==> src/rtl/dut_ctrl_param_if.sv <==
// Host-side operation interface of the DUT wrapper controller: request/commit
// handshake, abort and scan controls, and the datapath register controls.
interface dut_ctrl_param_if #(
    parameter int unsigned CNT_W = 8
) ();
    logic             val_op;
    logic             op_ack;
    logic             op_commit;
    logic             commit_ack;
    logic             abort;
    logic             sen;
    logic [CNT_W-1:0] calc_len;
    logic             reg_en;
    logic             reg_sel;
    logic [CNT_W-1:0] calc_cnt;
    logic             busy;
    logic             err_timeout;
    logic [CNT_W-1:0] done_cnt;

    // Host / environment side
    modport master (
        output val_op, commit_ack, abort, sen, calc_len,
        input  op_ack, op_commit, reg_en, reg_sel, calc_cnt, busy, err_timeout, done_cnt
    );

    // Controller side
    modport slave (
        input  val_op, commit_ack, abort, sen, calc_len,
        output op_ack, op_commit, reg_en, reg_sel, calc_cnt, busy, err_timeout, done_cnt
    );
endinterface

==> src/rtl/dut_ctrl_param.sv <==
// Operation controller for the DUT wrapper: IDLE -> START -> CALC (len_q cycles)
// -> FINISH (wait for commit_ack, optional timeout). Freezes on scan enable,
// supports synchronous abort and counts committed operations.
module dut_ctrl_param #(
    parameter int unsigned CNT_W   = 8,
    parameter int unsigned DEF_LEN = 8,
    parameter int unsigned TIMEOUT = 0
) (
    input logic              clk,
    input logic              reset,
    dut_ctrl_param_if.slave  bus
);

    // Wait counter only needs to reach TIMEOUT-1; keep one bit when disabled.
    localparam int unsigned WaitW = (TIMEOUT > 1) ? $clog2(TIMEOUT) : 1;
    localparam logic [WaitW-1:0] WaitLast = WaitW'((TIMEOUT > 0) ? TIMEOUT - 1 : 0);

    typedef enum logic [1:0] {
        StIdle,
        StStart,
        StCalc,
        StFinish
    } state_e;

    state_e           state_q, state_d;
    logic [CNT_W-1:0] cnt_q, cnt_d;
    logic [CNT_W-1:0] len_q, len_d;
    logic [WaitW-1:0] wait_q, wait_d;
    logic [CNT_W-1:0] done_q, done_d;
    logic             err_q, err_d;

    logic abort_act;
    logic calc_last;

    // Abort only matters once an operation is in flight.
    assign abort_act = bus.abort && (state_q != StIdle);
    assign calc_last = (cnt_q == len_q - CNT_W'(1));

    // State register with synchronous reset
    always_ff @(posedge clk) begin
        if (reset) begin
            state_q <= StIdle;
            cnt_q   <= '0;
            len_q   <= CNT_W'(DEF_LEN);
            wait_q  <= '0;
            done_q  <= '0;
            err_q   <= 1'b0;
        end else begin
            state_q <= state_d;
            cnt_q   <= cnt_d;
            len_q   <= len_d;
            wait_q  <= wait_d;
            done_q  <= done_d;
            err_q   <= err_d;
        end
    end

    // Next-state logic: abort beats scan freeze, which beats normal sequencing
    always_comb begin
        state_d = state_q;
        cnt_d   = cnt_q;
        len_d   = len_q;
        wait_d  = wait_q;
        done_d  = done_q;
        err_d   = err_q;
        if (abort_act) begin
            state_d = StIdle;
            cnt_d   = '0;
            wait_d  = '0;
        end else if (!bus.sen) begin
            unique case (state_q)
                StIdle: begin
                    cnt_d = '0;
                    if (bus.val_op) begin
                        state_d = StStart;
                    end
                end
                StStart: begin
                    // A zero length request falls back to the default length.
                    len_d   = (bus.calc_len == '0) ? CNT_W'(DEF_LEN) : bus.calc_len;
                    state_d = StCalc;
                end
                StCalc: begin
                    if (calc_last) begin
                        cnt_d   = '0;
                        wait_d  = '0;
                        state_d = StFinish;
                    end else begin
                        cnt_d = cnt_q + CNT_W'(1);
                    end
                end
                StFinish: begin
                    // An ack on the last timeout cycle still commits.
                    if (bus.commit_ack) begin
                        state_d = StIdle;
                        done_d  = done_q + CNT_W'(1);
                        wait_d  = '0;
                    end else if (TIMEOUT != 0) begin
                        if (wait_q == WaitLast) begin
                            state_d = StIdle;
                            err_d   = 1'b1;
                            wait_d  = '0;
                        end else begin
                            wait_d = wait_q + WaitW'(1);
                        end
                    end
                end
                default: state_d = StIdle;
            endcase
        end
    end

    // Output decode from the current state, then abort/scan gating
    always_comb begin
        bus.op_ack    = 1'b0;
        bus.op_commit = 1'b0;
        bus.reg_en    = 1'b0;
        bus.reg_sel   = 1'b1;
        unique case (state_q)
            StIdle:   ;
            StStart: begin
                bus.op_ack = 1'b1;
                bus.reg_en = 1'b1;
            end
            StCalc: begin
                bus.reg_en  = 1'b1;
                bus.reg_sel = 1'b0;
            end
            StFinish: bus.op_commit = 1'b1;
            default:  ;
        endcase
        if (abort_act) begin
            bus.reg_en = 1'b0;
        end else if (bus.sen) begin
            bus.reg_en    = 1'b0;
            bus.op_ack    = 1'b0;
            bus.op_commit = 1'b0;
        end
    end

    assign bus.calc_cnt    = cnt_q;
    assign bus.busy        = (state_q != StIdle);
    assign bus.err_timeout = err_q;
    assign bus.done_cnt    = done_q;

endmodule

==> src/flat_wrapper.sv <==
// flat-port wrapper written by rule: the top's interface ports become plain ports
module dut_ctrl_param_flat 
#(
    parameter int unsigned CNT_W   = 8,
    parameter int unsigned DEF_LEN = 8,
    parameter int unsigned TIMEOUT = 0
)
  (clk, reset, bus_val_op, bus_commit_ack, bus_abort, bus_sen, bus_calc_len, bus_op_ack, bus_op_commit, bus_reg_en, bus_reg_sel, bus_calc_cnt, bus_busy, bus_err_timeout, bus_done_cnt);
  dut_ctrl_param_if #(.CNT_W(CNT_W)) bus_i ();
  input logic clk;
  input logic reset;
  input wire logic [$bits(bus_i.val_op)-1:0] bus_val_op;
  input wire logic [$bits(bus_i.commit_ack)-1:0] bus_commit_ack;
  input wire logic [$bits(bus_i.abort)-1:0] bus_abort;
  input wire logic [$bits(bus_i.sen)-1:0] bus_sen;
  input wire logic [$bits(bus_i.calc_len)-1:0] bus_calc_len;
  output wire logic [$bits(bus_i.op_ack)-1:0] bus_op_ack;
  output wire logic [$bits(bus_i.op_commit)-1:0] bus_op_commit;
  output wire logic [$bits(bus_i.reg_en)-1:0] bus_reg_en;
  output wire logic [$bits(bus_i.reg_sel)-1:0] bus_reg_sel;
  output wire logic [$bits(bus_i.calc_cnt)-1:0] bus_calc_cnt;
  output wire logic [$bits(bus_i.busy)-1:0] bus_busy;
  output wire logic [$bits(bus_i.err_timeout)-1:0] bus_err_timeout;
  output wire logic [$bits(bus_i.done_cnt)-1:0] bus_done_cnt;
  assign bus_i.val_op = bus_val_op;
  assign bus_i.commit_ack = bus_commit_ack;
  assign bus_i.abort = bus_abort;
  assign bus_i.sen = bus_sen;
  assign bus_i.calc_len = bus_calc_len;
  assign bus_op_ack = bus_i.op_ack;
  assign bus_op_commit = bus_i.op_commit;
  assign bus_reg_en = bus_i.reg_en;
  assign bus_reg_sel = bus_i.reg_sel;
  assign bus_calc_cnt = bus_i.calc_cnt;
  assign bus_busy = bus_i.busy;
  assign bus_err_timeout = bus_i.err_timeout;
  assign bus_done_cnt = bus_i.done_cnt;
  dut_ctrl_param #(.CNT_W(CNT_W), .DEF_LEN(DEF_LEN), .TIMEOUT(TIMEOUT)) u_core (.clk(clk), .reset(reset), .bus(bus_i));
endmodule
==> config.mk <==
export PLATFORM = sky130hd
export DESIGN_NAME = dut_ctrl_param_flat
export DESIGN_NICKNAME = d
export VERILOG_FILES = /design/src/rtl/dut_ctrl_param_if.sv /design/src/rtl/dut_ctrl_param.sv /design/src/flat_wrapper.sv
export SDC_FILE = /design/constraint.sdc
export NUM_CORES = 1
export LEC_CHECK = 0
export ABC_AREA = 1
export CAP_MARGIN = 20
export CORE_MARGIN = 4
export CORE_UTILIZATION = 47
export DETAILED_ROUTE_END_ITERATION = 8
export PLACE_DENSITY_LB_ADDON = 0.2
export SKIP_LAST_GASP = 1
export SYNTH_ARGS = -nofsm -noshare
export SYNTH_HDL_FRONTEND = slang
export SYNTH_SLANG_ARGS = --single-unit
export TNS_END_PERCENT = 20
==> constraint.sdc <==
create_clock -name clk -period 1.9 [get_ports clk]
set_input_delay 0.38 -clock clk [delete_from_list [all_inputs] [get_ports clk]]
set_output_delay 0.38 -clock clk [all_outputs]
set_load 0.05 [all_outputs]
# ---- Word-level counts from Yosys, hierarchy flattened
# Cells that the tools add are included.
dict set report word_totals {
  rom_bits 0
  in_bits 14
  output_inout_bits 22
  regBits 26
  ram_bits 0
  latch_bits 0
  word_cells 44
  memories 0
}
dict set report classes {
  n_reduce_logical 11
  mul 0
  div_mod_pow 0
  n_lt_le_gt_ge 0
  shift 0
  n_eq_ne 7
  n_addsub 3
  bitwise_logic 2
  muxes 17
}
# cell count
set ops {}
lappend ops {{adder 8 x 1 -> 8 bit, second input constant} 2}
lappend ops {{2-to-1 mux 8 bit} 2}
lappend ops {{one-hot mux 8 bit (2 select lines)} 1}
lappend ops {{2-to-1 mux 1 bit} 10}
lappend ops {{== test 8 bit} 1}
lappend ops {{zero test 8 bit} 1}
lappend ops {{one-hot mux 2 bit (4 select lines)} 1}
lappend ops {{AND reduction 4 bit} 2}
lappend ops {{subtractor 8 x 1 -> 8 bit, second input constant} 1}
lappend ops {{2-to-1 mux 2 bit} 3}
lappend ops {{== test 2 bit, second input constant} 2}
lappend ops {{inequality test 2 bit, second input constant} 2}
lappend ops {{nonzero test 2 bit} 2}
lappend ops {{OR reduction 2 bit} 2}
lappend ops {{AND reduction 3 bit} 1}
lappend ops {{== test 2 x 1 -> 1 bit, second input constant} 1}
lappend ops {{zero test 2 bit} 1}
lappend ops {{inequality test 2 x 1 -> 1 bit, second input constant} 1}
lappend ops {{inverter 1 bit} 2}
lappend ops {{AND reduction 2 bit} 1}
lappend ops {{logical AND 1 bit} 1}

# ---- Depth between registers and ports, before layout
dict set report logic_depth {
  word_depth 5
  ltp_mapped 15
  mapped_depth_nobuf 15
}

# ---- Worst setup path before layout
# Ideal clock, no wire load.
dict set report synth_path {
  path_kind {flip-flop to output port}
  start {register u_core.state_q[0]}
  end {output bus_op_ack}
  n_path_buf 0
  path_slack_ns -0.223
  path_stages_with_launch 6
  t_arrival_ns 1.743
  path_cell_list {dfxtp_1 > inv_1 > ha_1 > inv_2 > nand2_2 > a21oi_1}
}
# item line
set synth_lines {}
lappend synth_lines {{start, declared} dut_ctrl_param.sv:25} ;# state_e state_q, state_d;
lappend synth_lines {{start signal, assigned} dut_ctrl_param.sv:42} ;# state_q <= StIdle;
lappend synth_lines {{start signal, assigned} dut_ctrl_param.sv:49} ;# state_q <= state_d;
lappend synth_lines {{nonzero test 2 bit} --}
lappend synth_lines {{net bus_busy} flat_wrapper.sv:22} ;# output wire logic [$bits(bus_i.busy)-1:0] bus_busy;
lappend synth_lines {{logical AND 1 bit} dut_ctrl_param.sv:36} ;# assign abort_act = bus.abort && (state_q != StIdle);
lappend synth_lines {{2-to-1 mux 1 bit} dut_ctrl_param.sv:132} ;# if (abort_act) begin
lappend synth_lines {{end, declared} flat_wrapper.sv:17} ;# output wire logic [$bits(bus_i.op_ack)-1:0] bus_op_ack;
# The timed path passes the listed nets, and every way through them passes these cells.

# ---- Worst setup path in the final report
dict set report layout_path {
  start {register u_core.state_q[1]}
  end {output bus_reg_en}
}
dict set report layout_between {
  elab_chain_len 5
}
# item line
set layout_lines {}
lappend layout_lines {{== test 2 x 1 -> 1 bit or == test 2 bit (tied branches)} dut_ctrl_param.sv:119} ;# unique case (state_q)
lappend layout_lines {{OR reduction 2 bit (no line)} --}
lappend layout_lines {{2-to-1 mux 1 bit} dut_ctrl_param.sv:119}
lappend layout_lines {{2-to-1 mux 1 bit} dut_ctrl_param.sv:134} ;# end else if (bus.sen) begin
lappend layout_lines {{2-to-1 mux 1 bit (*)} dut_ctrl_param.sv:132}
lappend layout_lines {{end, declared} flat_wrapper.sv:19} ;# output wire logic [$bits(bus_i.reg_en)-1:0] bus_reg_en;
# Mark *: on every way between the ends. The rest lies on a longest branch, timed or not.

==> impl_metrics.tcl <==
set metrics [dict create \
    rr_worst_depth 13 \
    ir_drop_uv 398 \
    portBuffers 34 \
    rrSetupSlack_ps 110 \
    synth_seq_cells 26 \
    area_growth_syn_to_layout_pct 38.5 \
    max_freq_mhz 522 \
    cp-start-kind "flip-flop" \
    rsz0062_at_grt "true" \
    synth.most_common_cell "nand2_1" \
    postCtsHoldBufs 0 \
    p_int_uw 940 \
    hold_viol_final 0 \
    finalWirelength_um 3670 \
    synth-xor-area-share_pct 5.54 \
    violations "negative setup slack" \
    vias 1510 \
    synth-simple-area-share_pct 33.1 \
    post-route-period-util_pct 101 \
    cts.sinks 26 \
    synth_compound_area_share_pct 13.2 \
    grt_overflow 0 \
    drt_iter0_drc 37 \
    synth_cells 220 \
    first_pass_iters 4 \
    first_global_vias 1401 \
    yosysTopAreaCell "dfxtp_1" \
    setup_viol 2 \
    cts_root_buf "clkbuf_4" \
    synth.avg_cell_area_um2 7.19 \
    comb_power_share_pct 27.7 \
    power_mw 1.33 \
    syn_area_um2 1580 \
    post-place-ws_ps -15.0 \
    vias_per_cell 4.78 \
    muxShareOfSynthArea_pct 0 \
    r2r_end "u_core.state_q[1]$_SDFFE_PP0P_" \
    die_y_um 66.0 \
    nNetsFinal 294 \
    dp_hpwl_um 2710 \
    p_leak_nw 0.981 \
    hold_class "reg -> reg" \
    htree_levels 1 \
    hold_ws_ps 468 \
    cts_tree "yes" \
    die-area_um2 4360 \
    start_util_pct 50.6 \
    wl_per_cell_um 11.6 \
    grt_first_pass_wirelength_um 6150 \
    numCtsBuffers 3 \
    ys_types 36 \
    finalWorstPathRequiredPeriod_ps 1920 \
    core_area_um2 3130 \
    worst_ep_arrival_time_ps 1540 \
    grtUsageTotal_pct 18.0 \
    cp-end-kind "output port" \
    synthArstFlopShare_pct 0 \
    diodes 0 \
    worstPathMaxFanout 3 \
    ant_nets 0 \
    synth_fp_nets 241 \
    ys_seq_area_share_pct 32.9 \
    synth_top_family_by_area "simple AND/OR/NAND/NOR gates" \
    holdPathEnd "u_core.bus.done_cnt[7]$_SDFFE_PP0P_" \
    fin_skew_ps 12.0 \
    antenna_found_initial 0 \
    io_pins 36 \
    yosysWarnings 0 \
    fill_cells 281 \
    p_per_area_nw_per_um2 607 \
    cts.reportedPaths.clkPinSlew_ps 140 \
    post_dp_cell_area_um2 2030 \
    maxCapViolations 0 \
    worstHoldStart "u_core.bus.done_cnt[7]$_SDFFE_PP0P_" \
    critPathKind "reg -> out" \
    swShare_pct 29.3 \
    stdcell_count 316 \
    synth_top_area_share_pct 32.9 \
    clkLatencyLatePin_ps 330 \
    hold_depth 1 \
    worstPathRequired_ps 1520 \
    switching_power_uw 390 \
    die_w_um 66.0 \
    synth_area_leaders "dfxtp_1 (33%), nand2_1 (9.3%), inv_1 (6.9%)" \
    grt_max_degree 16 \
    fin_ws_ps -15.5 \
    drive_gt1_share_pct 30.5 \
    seqPwrFrac_pct 43.9 \
    dp_cells 303 \
    synth_common_cells "nand2_1 (39), inv_1 (29), dfxtp_1 (26)" \
    outcome "complete, but fails checks" \
    synth_adder_area_share_pct 5.54 \
    synth-edff-count 0 \
    timing.rr.start "u_core.state_q[1]$_SDFFE_PP0P_" \
    final_area_um2 2190 \
    ys.flop_type "dfxtp_1" \
    clkPwrFrac_pct 28.3 \
    maxSlewViolCount 0 \
    num_rows 20 \
    drc 0 \
    gp_congestion 0.821 \
    clk_path_buf_depth 2 \
]
## critical path, stage by stage (launching register included)
cell,delay [ps]
dfxtp_2,350
inv_2,70
ha_4,130
inv_2,40
nand2_2,80
inv_2,50
nor2_4,140
inv_2,90
nor2_4,120
buf_12,140
## how the worst max path moves through the flow
stage                                     endpoint  slack, ps                           start  cells past startpoint
2_1_floorplan                           bus_op_ack       -220  u_core.state_q[0]$_SDFFE_PP0P_                      5
3_3_place_gp                            bus_reg_en         10                         bus_sen                      5
3_5_place_dp   u_core.bus.calc_cnt[6]$_SDFFE_PP0P_        -10                         bus_sen                      7
4_1_cts                                 bus_reg_en        -30  u_core.state_q[1]$_SDFFE_PP0P_                      9
5_1_grt                                 bus_reg_en        -80  u_core.state_q[1]$_SDFFE_PP0P_                      9
6_report                                bus_reg_en        -20  u_core.state_q[1]$_SDFFE_PP0P_                      9
## cells by family after synthesis
family | after synthesis
AND/OR/NAND/NOR | 100
buffers and inverters | 39
AO/OA/AOI/OAI | 37
flip-flops | 26
XOR/XNOR | 10
adder cells (fa/ha/maj) | 7
other | 1
## placed cells by master (no fill, tap or decap), types with 4 or more instances in the layout
| cell type | count |
|---|---|
| nand2_2 | 4 |
| nand2_1 | 39 |
| dfxtp_1 | 22 |
| a21oi_1 | 18 |
| inv_1 | 24 |
| ha_1 | 5 |
| buf_4 | 31 |
| inv_2 | 13 |
| nor2_2 | 5 |
| dfxtp_2 | 4 |
| o21ai_0 | 12 |
| buf_12 | 5 |
| nand3_1 | 14 |
| clkdlybuf4s50_1 | 14 |
| nor2_1 | 18 |
| xor2_1 | 7 |
## per-layer routing
metal,share of wire (%),GRT usage (%),vias up
met5,0,0,-
met4,1.5,6.85,0
met3,4.5,2.89,7
met2,49,29.5,28
met1,45,23.4,674
li1,-,-,801
## metrics by stage
step / TNS [ps] / utilization (%)
after floorplan: -599 / -
after global placement: 0 / 64.9
after detailed placement: -45.9 / 64.9
after CTS: -46.2 / 69.2
after global routing: -268 / 70.0
final: -21.6 / 70.0
## final cells by class
cell class                      instances  area [µm²]  share of cell area [%]
Clock inverter                          1        30.0                    1.37
Sequential cell                        26         526                    24.0
Timing Repair Buffer                   50         473                    21.6
Tap cell                               44        55.1                    2.51
Clock buffer                            3        22.5                    1.03
Multi-Input combinational cell        155         946                    43.2
Inverter                               37         139                    6.34
## registers in the layout, indices dropped and copies added (netlist names)
| name | flops |
|---|---|
| u_core.bus.done_cnt | 8 |
| u_core.state_q | 2 |
| u_core.len_q | 8 |
| u_core.bus.calc_cnt | 8 |
## power by group through the flow
stage,clock [mW],combinational [mW],sequential [mW]
floorplan,0,0.202,0.599
global placement,0,0.317,0.594
detailed placement,0,0.321,0.594
CTS,0.390,0.355,0.583
global route,0.423,0.405,0.587
finish,0.377,0.369,0.584
## repair_timing
item | CTS | global route
setup endpoints to repair | 4 | 14
buffers inserted | 8 | 1
gates resized for setup | 9 | 7
pin swaps | 4 | 5
Note: power is estimated with default switching activity, not from simulation.
==> RTL change 1, RTL diff (same settings) <==
Re-encode `state_e` (4 states) as one-hot, 4 bits wide.
--- a/src/rtl/dut_ctrl_param.sv
+++ b/src/rtl/dut_ctrl_param.sv
@@ -16,9 +16,9 @@
     localparam logic [WaitW-1:0] WaitLast = WaitW'((TIMEOUT > 0) ? TIMEOUT - 1 : 0);
 
-    typedef enum logic [1:0] {
-        StIdle,
-        StStart,
-        StCalc,
-        StFinish
+    typedef enum logic [3:0] {
+        StIdle   = 4'b0001,
+        StStart  = 4'b0010,
+        StCalc   = 4'b0100,
+        StFinish = 4'b1000
     } state_e;
 
Check against the original RTL: same outputs for any inputs over 10 cycles, from zero or initial values and one cycle with reset high; not proved beyond that.
==> RTL change 1 against the unedited design <==
Setup slack improved by 21 ps; clock skew is 6.8 ps higher; critical path type unchanged; synthesized cell count increased by 9.1%; count of clock-buffer cells in the layout unchanged; non-clock buffer count down 2; sequential cell count rose by 2; cell area rose by 6.5%; largest power group unchanged; global-route usage is 0.58 points higher; total power increased by 20%; core utilization shrank 1.2 points; cell count grew 6.0%; area after synthesis rose by 5.9%; routed wire length up 7.1%.
==> RTL change 1: results (changes against the unedited design) <==
Status
  – Status: finished, final reports clean

Min path
  – Min-delay worst type: register to register
  – Startpoint of the worst hold path: u_core.len_q[6]
  – Worst hold path depth: 2 (+1)
  – Worst Hold End: u_core.len_q[6]

Synth
  – Top cell types by occurrence after synthesis: nand2_1, inv_1, nor2_1, dfxtp_1, a21oi_1
  – Async set-reset flop share out of synthesis: 0% (unchanged)
  – Top area cells in the synthesized netlist: dfxtp_1, nand2_1, inv_1
  – Sequential cell area fraction in the yosys report: 33.46% (+0.55 points)
  – Net count of the mapped netlist: 257 (+6.6%)
  – Count of distinct cell types in the synthesized netlist: 35 (-2.8%)

Power
  – Worst ir drop on vdd: 0.3834 mV (-3.7%)
  – Internal power summed over all cells: 1.042 mW (+11%)
  – Reported leakage power: 1.016 nW (+3.6%)

Critical path
  – Reg2Reg Depth: 15 (+2)
  – Worst setup path startpoint: u_core.state_q[2]
  – Worst flop-to-flop path endpoint: u_core.state_q[0]
  – Cell at the slowest stage of the critical path: dfxtp_4
  – Stage delay of the slowest cell on the critical path: 380 ps (+30 ps)
  – Register-to-Register Setup Slack: 50 ps (-60 ps)
  – Worst flop-to-flop path startpoint: u_core.len_q[0]
  – Kind of cell adding the most delay to the critical path: simple AND/OR/NAND/NOR gates
  – Max FO, Critical Path: 2 (-1)

STA
  – Layout Skew: 18.83 ps (+6.804 ps)
  – Relative slew margins: 60.52%
  – Setup TNS: 0 ps (+21.61 ps)

Global route
  – Pin count of the biggest net entering global routing: 17 (+1)
  – Via count of the first global-routing pass: 1473 (+5.1%)
  – Total global-route track usage: 18.54% (+0.58 points)
  – Wire length of the first global-routing pass: 6589 um (+7.1%)

Placement
  – Detailed placement HPWL: 2921 um (+7.8%)
  – Final weighted congestion in routability-driven placement: 0.8211 (about the same)
  – Worst-case setup slack after placement: 0.9006 ps (+15.89 ps)

Cells and area
  – Number of inserted diodes: 0 (unchanged)
  – Post-layout nets: 307 (+4.4%)
  – Share of cells above drive strength 1: 28.72% (-1.8 points)

Drt
  – Detailed route wirelength on metal2: 1895 um (+4.5%)
  – Avg Vias per Cell: 4.955 (+3.7%)
  – DRC violation total after the first TritonRoute iteration: 136 (+270%)
  – Top layer in use: met4
  – Met1 layer wirelength in the final routing: 1838 um (+12%)
  – Met3 Routed Length: 143 um (-14%)
  – Avg WL per Cell: 11.74 um (+1.1%)

Clock tree
  – CTS Buf Count: 3 (unchanged)
  – Number of hold buffers added after CTS: 0 (unchanged)
  – Root buffer selected by CTS: clkbuf_4
  – Clock input transition at the sequential cells of the worst setup and hold paths: 170 ps (+30 ps)

Flow run
  – Number of max-cap violations: 0 (unchanged)
## RTL change 1: cell count changes after synthesis, moves of 2 or more
cell | unedited run | this run
nand2_1 | 39 | 55
nor2_1 | 20 | 29
inv_2 | 8 | 3
ha_1 | 7 | 3
a21oi_1 | 18 | 21
o21ai_1 | 1 | 4
dfxtp_1 | 26 | 28
nand2_2 | 4 | 2
o21bai_1 | 2 | 0
xnor2_1 | 3 | 1
xor2_1 | 7 | 5
## RTL change 1: final cells by class
cell class | instances | area (um2)
flip-flops and latches | 28 | 570.5
multi-input cells | 176 | 1079
fillers | 285 | 1057
inverters | 33 | 123.9
clock inverters | 1 | 30.03
clock buffers | 3 | 22.52
well taps | 46 | 57.56
repair buffers | 48 | 449.2
## RTL change 1: routing by layer
metal,global-route usage [%],vias up
li1,-,870
met1,24.54,746
met2,31.96,38
met3,1.997,6
met4,4.557,0
met5,0,-
## RTL change 1: kinds of logic after synthesis
family          after synthesis  synth area share (%)
fa+ha+maj                     3                 2.241
buf+inv                      36                 8.738
xor+xnor                      7                 4.481
simple gates                126                 38.09
compound gates               39                 12.77
flops                        28                 33.46
other cells                   1                0.2238
## RTL change 1: worst register-to-register path, cell delays in order (launching register included)
cell      delay (ps)
dfxtp_2          380
inv_2             50
ha_4             260
inv_2             30
nand2_1           60
nand2_1           60
nor2_2           100
nand3_1           80
nor2_1           100
nand2_1           50
nor2_1            90
nand2_1          100
nand2_4          130
buf_6            100
nand3b_1          90
nand3_1           90
## RTL change 1: power groups by stage
stage / logic [mW] / clock network, mW / registers, mW
6_report: 0.542 / 0.396 / 0.660
4_1_cts: 0.489 / 0.405 / 0.658
3_3_place_gp: 0.422 / 0 / 0.660
2_1_floorplan: 0.274 / 0 / 0.681
5_1_grt: 0.590 / 0.429 / 0.664
3_5_place_dp: 0.426 / 0 / 0.662
## RTL change 1: metrics by stage
step                      area [um2]  instances  utilization, %  hold slack, ps
after floorplan                 1678        240               -           456.1
after global placement          2113        325           62.35           479.1
after detailed placement        2113        325           62.35           488.3
after CTS                       2257        334           66.59           508.2
after global routing            2332        335           68.81           524.5
final                           2332        335           68.81           506.0
## RTL change 1: worst max-delay path by stage
stage                                   endpoint  slack [ps]  cells past startpoint
after global placement    u_core.bus.done_cnt[7]          50                     10
after global routing           u_core.state_q[0]        -130                     15
after detailed placement  u_core.bus.calc_cnt[5]         0.9                     15
final                                 bus_reg_en           6                      7
after floorplan                       bus_op_ack        -100                      5
after CTS                        bus_done_cnt[5]           8                      1
## RTL change 1: what timing repair did
action | in CTS | in global routing
buffers inserted | 5 | 1
setup endpoints to repair | 11 | 16
gates resized for setup | 15 | 21
pin swaps | 4 | 6
==> RTL change 2, RTL diff (same settings) <==
Without the edit above. `CNT_W` is set to 8 in 3 places; all go to 6.
--- a/src/rtl/dut_ctrl_param_if.sv
+++ b/src/rtl/dut_ctrl_param_if.sv
@@ -2,5 +2,5 @@
 // handshake, abort and scan controls, and the datapath register controls.
 interface dut_ctrl_param_if #(
-    parameter int unsigned CNT_W = 8
+    parameter int unsigned CNT_W = 6
 ) ();
     logic             val_op;
--- a/src/rtl/dut_ctrl_param.sv
+++ b/src/rtl/dut_ctrl_param.sv
@@ -3,5 +3,5 @@
 // supports synchronous abort and counts committed operations.
 module dut_ctrl_param #(
-    parameter int unsigned CNT_W   = 8,
+    parameter int unsigned CNT_W   = 6,
     parameter int unsigned DEF_LEN = 8,
     parameter int unsigned TIMEOUT = 0
--- a/src/flat_wrapper.sv
+++ b/src/flat_wrapper.sv
@@ -2,5 +2,5 @@
 module dut_ctrl_param_flat 
 #(
-    parameter int unsigned CNT_W   = 8,
+    parameter int unsigned CNT_W   = 6,
     parameter int unsigned DEF_LEN = 8,
     parameter int unsigned TIMEOUT = 0
Ports: changed (resized bus_calc_cnt, bus_calc_len and bus_done_cnt); port bits go from 36 to 30. The function was not compared with the original's and may differ.
==> RTL change 2 against the unedited design <==
Core utilization is 3.2 points lower; total power shrank 23%; global-route usage is 0.45 points lower; synthesized cell count fell by 16%; cell area shrank 25%; combinational power shrank 16%; routed wire length decreased by 26%; sequential share of layout area grew 0.73 points; worst hold slack better by 27 ps; sequential cell count decreased by 6; first-iteration DRC count increased by 62%; area after synthesis is 24% lower; critical path depth fell by 8; setup slack gained 43 ps; critical path type unchanged.
==> RTL change 2: results (changes against the unedited design) <==
Status
  – Status: finished, final reports clean

Critical path
  – Worst flop-to-flop path startpoint: u_core.len_q[0]
  – Cell at the slowest stage of the critical path: clkdlybuf4s50_1
  – Worst flop-to-flop path endpoint: u_core.bus.calc_cnt[3]
  – Critical Path AT: 1490 ps (-50 ps)
  – Register-to-Register Setup Slack: 190 ps (+80 ps)

Global route
  – Wire length of the first global-routing pass: 4678 um (-24%)
  – Pin count of the biggest net entering global routing: 12 (-4)
  – Total global-route track usage: 17.51% (-0.45 points)

Synth
  – Top area cells in the synthesized netlist: dfxtp_1, nand2_1, inv_1
  – Post-synthesis instance total: 184 (-16%)
  – Count of distinct cell types in the synthesized netlist: 23 (-36%)

Power
  – Reported leakage power: 0.7848 nW (-20%)
  – Worst ir drop on vdd: 0.4401 mV (+11%)

Clock tree
  – Clock input transition at the sequential cells of the worst setup and hold paths: 110 ps (-30 ps)
  – Root buffer selected by CTS: clkbuf_4
  – CTS Buf Count: 3 (unchanged)
  – Insertion delay of the later-clocked pin in the worst-skew pair: 310 ps (-20 ps)

STA
  – Final Critical Period: 1872 ps (-43.25 ps)
  – Layout Skew: 3.714 ps (-8.311 ps)

Die
  – Floorplan die area: 0.003444 mm2 (-21%)

Placement
  – Worst-case setup slack after placement: 60.63 ps (+75.61 ps)
  – Detailed placement HPWL: 2174 um (-20%)
  – Number of port buffers: 28 (-18%)

Min path
  – Worst Hold End: u_core.state_q[1]
  – Worst hold path depth: 2 (+1)
  – Startpoint of the worst hold path: u_core.state_q[1]

Drt
  – Final wirelength: 2722 um (-26%)
  – Avg Vias per Cell: 4.887 (+2.3%)
  – Total vias in the final route: 1212 (-20%)

Cells and area
  – Number of inserted diodes: 0 (unchanged)
  – Post-layout nets: 238 (-19%)
  – Share of cells above drive strength 1: 17.43% (-13 points)
==> RTL change 2: area by class of cell <==
type                    count  area (um2)
fillers                   222       814.5
multi-input cells         127       699.4
flip-flops and latches     20       405.4
repair buffers             31       326.6
inverters                  36       135.1
well taps                  30       37.54
clock buffers               4       36.28
==> RTL change 2: power by group <==
part,internal [mW],total [mW],switching (mW)
clock network,0.117,0.252,0.135
logic,0.127,0.311,0.184
registers,0.437,0.456,0.0184
==> RTL change 2: through the flow <==
| step | power, mW | hold WS, ps | instance area [um2] |
|---|---|---|---|
| floorplan | 0.6491 | 451.6 | 1207 |
| global placement | 0.7531 | 481.3 | 1558 |
| detailed placement | 0.7569 | 484.3 | 1558 |
| CTS | 1.027 | 492.8 | 1628 |
| global route | 1.081 | 530.7 | 1640 |
| finish | 1.019 | 495.0 | 1640 |
==> RTL change 2: kinds of logic (layout without fill, tap and decap cells) <==
kind of cell / Yosys count / after routing / share of synthesized area [%]
xor gates and xnor gates: 4 / 4 / 2.901
and+or+nand+nor: 90 / 90 / 32.13
adders and majority gates: 7 / 7 / 7.254
other: 1 / 1 / 0.3106
AOI/OAI and AO/OA: 25 / 25 / 12.44
buffers and inverters: 37 / 71 / 11.81
DFF: 20 / 20 / 33.16
==> RTL change 2: repair_timing <==
| item | 4_1_cts | 5_1_grt |
|---|---|---|
| endpoints found under the setup margin | 3 | 4 |
| hold buffers | 0 | 0 |
| buffers inserted | 1 | 0 |
| resized for setup | 8 | 3 |
==> RTL change 2: metal layers <==
layer / track usage, % / wire (um)
met4: 9.061 / 61
met3: 2.851 / 96
met1: 21.24 / 1226
met2: 29.67 / 1338
met5: 0 / 0
==> RTL change 2: tightest hold or removal path: stages, from the launching register on <==
cell and delay [ps]:
dfxtp_2 350, nand2_1 60, a21oi_1 50
